File: config.mk
export PLATFORM = sky130hd
export DESIGN_NAME = bus_arbiter
export DESIGN_NICKNAME = d
export VERILOG_FILES = /design/src/rtl/bus_arbiter.sv
export SDC_FILE = /design/constraint.sdc
export NUM_CORES = 1
export LEC_CHECK = 0
export BUFFER_PORTS_ARGS = -buffer_cell sky130_fd_sc_hd__buf_2
export CAP_MARGIN = 20
export CORE_AREA = 2 2 169 171
export DETAILED_ROUTE_END_ITERATION = 12
export DIE_AREA = 0 0 171 173
export HOLD_SLACK_MARGIN = 0.05
export SKIP_CTS_REPAIR_TIMING = 1
export SYNTH_ARGS = -nofsm -noshare
export SYNTH_HDL_FRONTEND = slang
export SYNTH_SLANG_ARGS = --single-unit
export TNS_END_PERCENT = 5
File: constraint.sdc
create_clock -name CLK -period 3.3 [get_ports CLK]
set_input_delay 0.33 -clock CLK [delete_from_list [all_inputs] [get_ports CLK]]
set_output_delay 0.33 -clock CLK [all_outputs]
set_load 0.03 [all_outputs]
File: src/rtl/bus_arbiter.sv
// Shared-memory arbiter: serialises dbg/ibus/dbus accesses onto one slave port.
// Each access takes three cycles: grant in IDLE, strobe in ACCESS, ack in RESP.
//
// state   | meaning
// --------+--------------------------------------------------------------
// IDLE    | waiting for a request; winner's fields latched on grant
// ACCESS  | one-hot slave strobe driven from latched address/data/enables
// RESP    | winner's ack pulsed, read data muxed from the strobed slave
module bus_arbiter #(
  parameter int ADR_W      = 32,
  parameter int REGION_LSB = 16
) (
  input  logic             CLK,
  input  logic             RESET,
  input  logic             dbg_req,
  input  logic             ibus_req,
  input  logic             dbus_req,
  input  logic [ADR_W-1:0] dbg_adr,
  input  logic [ADR_W-1:0] ibus_adr,
  input  logic [ADR_W-1:0] dbus_adr,
  input  logic [31:0]      dbg_do,
  input  logic [31:0]      dbus_wdata,
  input  logic [3:0]       dbg_wren,
  input  logic [3:0]       dbus_wren,
  output logic             dbg_ack,
  output logic             ibus_ack,
  output logic             dbus_ack,
  output logic [31:0]      dbg_di,
  output logic [31:0]      ibus_rdata,
  output logic [31:0]      dbus_rdata,
  output logic             dbg_err,
  output logic             ibus_err,
  output logic             dbus_err,
  output logic [2:0]       s_sel,
  output logic [ADR_W-1:0] s_adr,
  output logic [31:0]      s_wdata,
  output logic [3:0]       s_wren,
  input  logic [31:0]      ram_rdata,
  input  logic [31:0]      mmio_rdata,
  input  logic [31:0]      rom_rdata
);

  localparam logic [1:0] ST_IDLE   = 2'd0;
  localparam logic [1:0] ST_ACCESS = 2'd1;
  localparam logic [1:0] ST_RESP   = 2'd2;

  // Grant vector bit positions
  localparam int G_DBG  = 0;
  localparam int G_IBUS = 1;
  localparam int G_DBUS = 2;

  logic [1:0]       state_q, state_d;
  logic             rr_q, rr_d;      // 0: ibus preferred, 1: dbus preferred
  logic [2:0]       gnt_q, gnt_d;
  logic [ADR_W-1:0] adr_q, adr_d;
  logic [31:0]      wdata_q, wdata_d;
  logic [3:0]       wren_q, wren_d;

  logic             in_access, in_resp, unmapped;
  logic [1:0]       region;
  logic [31:0]      rdata_mux;

  assign in_access = (state_q == ST_ACCESS);
  assign in_resp   = (state_q == ST_RESP);
  assign region    = adr_q[REGION_LSB+1:REGION_LSB];
  assign unmapped  = (region == 2'd3);

  // Next-state, arbitration and request latching
  always_comb begin
    state_d = state_q;
    rr_d    = rr_q;
    gnt_d   = gnt_q;
    adr_d   = adr_q;
    wdata_d = wdata_q;
    wren_d  = wren_q;
    case (state_q)
      ST_IDLE: begin
        if (dbg_req) begin
          gnt_d   = 3'b001;
          adr_d   = dbg_adr;
          wdata_d = dbg_do;
          wren_d  = dbg_wren;
          state_d = ST_ACCESS;
        end else if (ibus_req && (!dbus_req || !rr_q)) begin
          gnt_d   = 3'b010;
          adr_d   = ibus_adr;
          wdata_d = '0;
          wren_d  = '0;      // instruction fetches are always reads
          rr_d    = 1'b1;
          state_d = ST_ACCESS;
        end else if (dbus_req) begin
          gnt_d   = 3'b100;
          adr_d   = dbus_adr;
          wdata_d = dbus_wdata;
          wren_d  = dbus_wren;
          rr_d    = 1'b0;
          state_d = ST_ACCESS;
        end
      end
      ST_ACCESS: state_d = ST_RESP;
      ST_RESP:   state_d = ST_IDLE;
      default:   state_d = ST_IDLE;
    endcase
  end

  // State and latched-access registers; reset also aborts any access in flight
  always_ff @(posedge CLK) begin
    if (RESET) begin
      state_q <= ST_IDLE;
      rr_q    <= 1'b0;
      gnt_q   <= '0;
      adr_q   <= '0;
      wdata_q <= '0;
      wren_q  <= '0;
    end else begin
      state_q <= state_d;
      rr_q    <= rr_d;
      gnt_q   <= gnt_d;
      adr_q   <= adr_d;
      wdata_q <= wdata_d;
      wren_q  <= wren_d;
    end
  end

  // Slave strobe decode; region 3 touches no slave
  always_comb begin
    s_sel = 3'b000;
    if (in_access) begin
      case (region)
        2'd0:    s_sel = 3'b001;
        2'd1:    s_sel = 3'b010;
        2'd2:    s_sel = 3'b100;
        default: s_sel = 3'b000;
      endcase
    end
  end

  assign s_adr   = in_access ? adr_q   : '0;
  assign s_wdata = in_access ? wdata_q : '0;
  assign s_wren  = in_access ? wren_q  : '0;

  // Read-data select by the region strobed in the previous cycle
  always_comb begin
    case (region)
      2'd0:    rdata_mux = ram_rdata;
      2'd1:    rdata_mux = mmio_rdata;
      2'd2:    rdata_mux = rom_rdata;
      default: rdata_mux = '0;
    endcase
  end

  assign dbg_ack    = in_resp & gnt_q[G_DBG];
  assign ibus_ack   = in_resp & gnt_q[G_IBUS];
  assign dbus_ack   = in_resp & gnt_q[G_DBUS];
  assign dbg_err    = dbg_ack  & unmapped;
  assign ibus_err   = ibus_ack & unmapped;
  assign dbus_err   = dbus_ack & unmapped;
  assign dbg_di     = dbg_ack  ? rdata_mux : '0;
  assign ibus_rdata = ibus_ack ? rdata_mux : '0;
  assign dbus_rdata = dbus_ack ? rdata_mux : '0;

endmodule

---- After elaboration in Yosys (flattened, before gate mapping) ----
Cells that the tools add are included.
word-level totals
  output and inout port bits .............. 173
  logic and storage cells ................. 56
  register bits after elaboration ......... 74
operators by class
  muxes and demuxes ....................... 27
  bitwise logic cells ..................... 7
  reductions and logical operators ........ 10
  eq/ne operators ......................... 6
operator list
  operator                                             number
  2-to-1 mux 32 bit                                    11
  one-hot mux 32 bit (3 select lines)                  1
  2-to-1 mux 4 bit                                     4
  2-to-1 mux 3 bit                                     4
  one-hot mux 3 bit (3 select lines)                   1
  bitwise AND 1 bit                                    6
  equality test 2 bit, second input constant           3
  2-to-1 mux 2 bit                                     3
  equality test 2 x 1 -> 1 bit, second input constant  2
  logical NOT 2 bit                                    2
  inequality test 4 bit, second input constant         1
  one-hot mux 2 bit (2 select lines)                   1
  AND reduction 3 bit                                  1
  nonzero test 3 bit                                   1
  logical NOT 1 bit                                    2
  2-to-1 mux 1 bit                                     2
  AND reduction 2 bit                                  1
  nonzero test 2 bit                                   1
  logical AND 1 bit                                    1
  logical OR 1 bit                                     1
  NOT 1 bit                                            1

---- Depth between registers and ports, before layout ----
Gate-level depths: netlist (run 1).
  depth in word-level cells ............... 6
  mapped depth ............................ 6

---- Worst setup path before layout (run 1) ----
Ideal clock, no wire load.
  path type ............................... reg2out
  start ................................... register adr_q[16]
  end ..................................... output s_sel[1]
  data arrival time ....................... 1639 ps
  path slack .............................. 1331 ps
  cell stages (with the launch flop) ...... 4
  path buffers ............................ 2
  path through ............................ dfxtp_1 clkbuf_1 clkbuf_1 nor3b_1
between the ends
  word-level cells in the longest chain between the ends .. 3
  elaborated cells on any way between the ends .. 5
ends and longest elaborated chain
  item                                         line  text
  start, declared                              55    logic [ADR_W-1:0] adr_q, adr_d;
  start signal, assigned                       119   adr_q <= adr_d;
  equality test 2 bit (tied with other cells)  129   case (region)
  one-hot mux 3 bit (3 select lines) (*)       129
  2-to-1 mux 3 bit (*)                         128   if (in_access) begin
  end, declared                                34    output logic [2:0] s_sel,
Every way passes the cells marked *; elsewhere a longest branch is shown, timed or not.

---- Worst setup path after layout (run 1) ----
  start ................................... register adr_q[17]
  end ..................................... output dbg_di[9]
between the ends
  word-level cells in the longest chain between the ends .. 3
  elaborated cells on any way between the ends .. 5
ends and longest elaborated chain
  item                                         line  text
  equality test 2 bit (tied with other cells)  144   case (region)
  one-hot mux 32 bit (3 select lines) (*)      144
  2-to-1 mux 32 bit (*)                        158   assign dbg_di = dbg_ack ? rdata_mux : '0;
  end, declared                                28    output logic [31:0] dbg_di,
Marks and branches as above.

==> flow_summary.yaml, run 1 <==
hold_path:
  hold_path_class: "in -> reg"
detailed_routing:
  drtIter0Drc: 295
  vias_per_cell: 4.71
  routed_wl_mm: 26.9
  drcViolationCount: 0
  num_vias: 7076
  ant_nets: 0
  dr.pass1.iters: 4
  wl_per_cell_um: 17.9
synthesis:
  synth_fp_nets: 1009
  syn_avg_cell_area_um2: 7.39
  yosysWarnings: 0
  netlist_area_um2: 5470
  synth.distinct_cells: 30
  ys_seq_area_share_pct: 27.1
  synth.ff_latch_count: 74
  synth_cells: 740
power:
  power.switching_mw: 1.12
  peakVddDrop_v: 0.000255
  power_switching_share_pct: 34.8
  leakage_nw: 4.09
  p_comb_share_pct: 34.0
  clockPowerShare_pct: 32.8
  finalPower_mw: 3.23
  power_density_nw_per_um2: 389
  seqPwrFrac_pct: 33.2
  cell_internal_pwr_mw: 2.10
timing:
  fin_hold_ws_ps: 248
  finalSetupTns_ps: 0
  finalSetupViolations: 0
  tightest_slew_ps: 1060
  fmax_ghz: 0.352
  hold_violations: 0
  relSlewSlack_pct: 29.1
  fin_skew_ps: 14.4
  maxSlewViolCount: 0
  rsz0062_at_grt: "no"
  min_period_ps: 2840
  period_share_pct: 86.0
worst_setup_path:
  end_kind: "output port"
  crit_buf_inv: 2
  worstPathRequired_ps: 2970
  critPathSlowestCell: "dfxtp_2"
  start_kind: "register"
  worstSetupPathType: "reg -> out"
  cp_max_fo: 21
  critPathArrivalTime_ps: 2510
  cpPeakStageDelay_ps: 770
  cpLargestDelayFamily: "flip-flops"
  crit_path_cell_trace: "buf_4 -> mux2i_1 -> a2bb2oi_1 -> nor2_1 -> buf_2"
  r2r_slack_ps: 1230
grt:
  track_usage_pct: 16.9
  grt-ovfl-total: 0
  grt_pass1_wl_mm: 38.4
  grt_max_degree: 74
  grt_pass1_vias: 6731
  antenna_found_initial: 5
placement:
  dp.cells: 1487
  io_buffers: 441
  gp_congestion: 0.819
  post-dp-hpwl_mm: 21.1
finish:
  area_growth_pct: 51.6
  final_nets: 1389
  final_common_cell: "buf_2"
  final_cell_mix: "buf_2 (441), and2_1 (104), nor2_1 (100)"
  drive_gt1_share_pct: 43.8
  layout.cells.non_filler: 1502
  final_util_pct: 30.0
clock_network:
  clkSinkCount: 74
  root_buffer: "clkbuf_16"
  cts.htree.levels: 3
  path_clk_slew_ps: 70
  clock_latency_ps: 340
  ctsLongestPathBuffers: 2
  tritoncts: "built"
  cts_buffers: 9
run_status:
  status: "finished clean"
floorplanning:
  core-area_um2: 27600
  die-area_um2: 29600
  fp.dieH_um: 173
  num_rows: 61
  fp.dieW_um: 171
  initial_core_util_pct: 19.8
  io_pins: 442
job:
  max_cap_violations: 0
==> metrics by stage <==
stage                     cell area (um2)  setup WS [ps]
after floorplan                      5470           1330
after global placement               7980            842
after detailed placement             7980            853
after CTS                            8280            453
after global routing                 8280            415
final                                8290            461
==> routing by layer <==
metal | vias up | share of wire, % | routed length (um) | GRT usage (%)
met1 | 3237 | 38 | 10200 | 18.4
li1 | 3444 | - | - | -
met3 | 43 | 7.5 | 2020 | 3.96
met2 | 346 | 52 | 13900 | 31.8
met4 | 6 | 2.5 | 673 | 5.61
met5 | - | 0.15 | 41 | 0
==> logic make-up after synthesis <==
group	after synthesis	synth area share [%]
flops	74	27.1
simple gates	308	28.7
compound gates	230	31.3
buf+inv	96	6.98
mux	32	5.86
==> layout make-up <==
class | count | area (um2)
sequential | 74 | 1480
clock inverter | 5 | 81.3
tap | 378 | 473
clock buffer | 9 | 225
multi-input combinational | 570 | 3640
timing repair buffer | 460 | 2360
antenna | 1 | 2.50
fill | 3040 | 19300
inverter | 5 | 18.8
==> worst min-delay path, stage by stage <==
cell,delay [ps]
buf_2,100
nand2_1,50
a311oi_1,70
==> cells in the mapped netlist <==
library cell | number | share of area (%)
a311oi_1 | 36 | 5.8
a31oi_1 | 36 | 4.1
and2_0 | 1 | 0.11
inv_1 | 5 | 0.34
o21ai_0 | 2 | 0.18
buf_1 | 5 | 0.34
nand2b_1 | 15 | 1.7
a211oi_1 | 36 | 4.9
clkbuf_1 | 74 | 5.1
a2bb2oi_1 | 32 | 5.1
a21bo_2 | 1 | 0.18
o32ai_1 | 6 | 0.96
nor3_1 | 18 | 1.6
and4_1 | 1 | 0.16
mux2i_1 | 32 | 5.9
or2b_1 | 1 | 0.14
nor2_1 | 102 | 7.0
or2_0 | 1 | 0.11
nor3b_1 | 1 | 0.14
and2_1 | 104 | 12
a221oi_1 | 14 | 2.2
a21oi_1 | 59 | 5.4
dfxtp_1 | 74 | 27
nor2b_1 | 19 | 2.2
or3_1 | 2 | 0.23
buf_6 | 1 | 0.21
buf_2 | 11 | 1.0
nand3_1 | 19 | 1.7
nand2_1 | 24 | 1.6
o32ai_2 | 8 | 2.4
==> registers in the layout, indices dropped and copies added (netlist names) <==
| name | flops |
|---|---|
| wdata_q | 32 |
| gnt_q | 3 |
| wren_q | 4 |
| state_q | 2 |
| adr_q | 32 |
| rr_q | 1 |
==> worst paths after layout <==
check	end	cells after the start	from
hold reg to reg	adr_q[27]	2	adr_q[27]
setup reg to reg	adr_q[1]	3	state_q[1]
hold / removal	adr_q[17]	3	dbg_adr[17]
setup / recovery	dbg_di[9]	5	adr_q[17]
==> power by group through the flow <==
stage | combinational [mW] | clock, mW | sequential, mW
global placement | 1.10 | 0 | 1.09
floorplan | 0.716 | 0 | 1.05
finish | 1.10 | 1.06 | 1.07
global route | 1.19 | 1.12 | 1.09
detailed placement | 1.11 | 0 | 1.09
CTS | 1.11 | 1.09 | 1.07
Power figures use the tool's default switching activity.
==> inputs of run 2 (changes only) <==
--- a/config.mk
+++ b/config.mk
@@ -11,6 +11,7 @@
 export DETAILED_ROUTE_END_ITERATION = 12
 export DIE_AREA = 0 0 171 173
 export HOLD_SLACK_MARGIN = 0.05
+export REMOVE_ABC_BUFFERS = 1
 export SKIP_CTS_REPAIR_TIMING = 1
 export SYNTH_ARGS = -nofsm -noshare
 export SYNTH_HDL_FRONTEND = slang
==> run 2 against run 1 <==
Net effect:
- hold slack improved by 6.3 ps
- combinational power up 4%
- sequential power hardly changed
- utilization is 0.22 points higher
- worst setup slack gained 220 ps
- register-to-register slack about the same
- global-route usage rose by 1.6 points
- critical path depth did not move
- routed wire length grew 9.0%
- sequential share of layout area shrank 0.13 points
- critical path type unchanged
- critical endpoint is now dbus_rdata[5]
==> flow_summary.yaml, run 2 (same netlist as run 1, synthesis figures left out) <==
run_status:
  status: "finished clean"
timing:
  fin_skew_ps: 5.91
  rsz0062_at_grt: "no"
  hold_violations: 0
  finalSetupViolations: 0
  fmax_ghz: 0.382
  period_share_pct: 79.4
  tightest_slew_ps: 1070
  maxSlewViolCount: 0
  relSlewSlack_pct: 28.5
  finalSetupTns_ps: 0
  min_period_ps: 2620
hold_path:
  hold_depth: 3
  min_to: "adr_q[4]"
  hold_path_class: "in -> reg"
  hp-start: "dbg_adr[4]"
placement:
  post-dp-hpwl_mm: 22.7
  place_area_um2: 7990
  gp_congestion: 0.904
  io_buffers: 441
finish:
  final_cell_area_um2: 8350
  drive_gt1_share_pct: 43.9
  final_nets: 1389
  final_cell_mix: "buf_2 (441), and2_1 (104), nor2_1 (100)"
  seq_area_um2: 1480
  area_growth_pct: 52.7
  final_common_cell: "buf_2"
  multi_input_area_um2: 3640
  fillers: 3088
  largestRegisters: "adr_q: 32 flops, wdata_q: 32 flops, wren_q: 4 flops"
grt:
  grt-ovfl-total: 0
  grt_pass1_vias: 6699
  antenna_found_initial: 8
  grt_max_degree: 74
  grt_pass1_wl_mm: 41.0
  track_usage_pct: 18.5
detailed_routing:
  drcViolationCount: 0
  dr.pass1.iters: 5
  num_vias: 7177
  ant_nets: 0
  drtIter0Drc: 411
  vias_per_cell: 4.76
  routed_wl_mm: 29.3
  wl_per_cell_um: 19.4
worst_setup_path:
  crit-reg2reg-launch: "rr_q"
  critPathArrivalTime_ps: 2290
  crit_path_cell_trace: "nor2b_2 -> buf_4 -> a2bb2oi_1 -> nor2_1 -> buf_2"
  worstPathRequired_ps: 2970
  end_kind: "output port"
  start_kind: "register"
  r2r_slack_ps: 1230
  cpPeakStageDelay_ps: 580
  cp_max_fo: 18
  r2r-end: "adr_q[14]"
  critPathSlowestCell: "nor2b_2"
  worst-r2r-cell-count: 4
  worstSetupPathType: "reg -> out"
floorplanning:
  fp.dieH_um: 173
  num_rows: 61
  core-area_um2: 27600
  initial_core_util_pct: 19.8
  fp.dieW_um: 171
  io_pins: 442
  die-area_um2: 29600
clock_network:
  tritoncts: "built"
  clock_latency_ps: 340
  ctsLongestPathBuffers: 2
  cts_buffers: 9
  path_clk_slew_ps: 60
  root_buffer: "clkbuf_16"
  clkSinkCount: 74
  cts.htree.levels: 3
job:
  max_cap_violations: 0
power:
  finalPower_mw: 3.36
  leakage_nw: 4.11
  peakVddDrop_v: 0.000229
  power_density_nw_per_um2: 402
## run 2: changes by cell type in the layout (fill, tap and decap cells not counted), sizes merged
| cell | before | now |
|---|---|---|
| diode | 1 | 7 |
| bufinv | 2 | 3 |
| clkinv | 2 | 1 |
| inv | 5 | 6 |
## run 2: worst max-delay path by stage
| stage | endpoint | startpoint | cells past startpoint | slack (ps) |
|---|---|---|---|---|
| after detailed placement | adr_q[29] | dbg_req | 4 | 900 |
| after global placement | adr_q[18] | dbg_req | 4 | 960 |
| after floorplan | dbg_di[0] | adr_q[17] | 3 | 130 |
| after global routing | dbus_rdata[5] | adr_q[17] | 5 | 500 |
| final | dbus_rdata[5] | adr_q[17] | 5 | 680 |
| after CTS | dbus_rdata[5] | adr_q[17] | 5 | 630 |
## run 2: cell type report
cell class | count | share of cell area, %
multi-input combinational | 570 | 43.6
timing repair buffer | 460 | 28.4
sequential | 74 | 17.8
tap | 378 | 5.67
clock buffer | 9 | 2.70
clock inverter | 6 | 1.38
inverter | 5 | 0.225
antenna | 7 | 0.210
## run 2: power by group
part / switching (mW) / internal (mW) / leakage (nW)
Clock: 0.429 / 0.739 / 0.162
Sequential: 0.0557 / 1.00 / 0.614
Combinational: 0.683 / 0.452 / 3.33
Total: 1.17 / 2.19 / 4.11
## run 2: metal layers
metal / wire [um] / vias up / GRT usage, %
met1: 11700 / 3330 / 21.5
met5: 0 / - / 0
met3: 1940 / 37 / 2.95
met2: 14800 / 360 / 32.9
li1: - / 3450 / -
met4: 793 / 0 / 8.51
## run 2: metrics by stage
step                      setup slack, ps  std cells  util (%)  hold WS (ps)
after floorplan                       132        649         -           399
after global placement                960       1487      28.9           461
after detailed placement              904       1487      28.9           469
after CTS                             628       1502      30.2           239
after global routing                  503       1508      30.2           252
final                                 680       1509      30.2           255
## run 2: worst max-delay path: cells and delay by family, from the launching register on
| kind | cells | cell delay (ps) |
|---|---|---|
| simple gates | 2 | 830 |
| buf+inv | 2 | 580 |
| flops | 1 | 380 |
| compound gates | 1 | 150 |
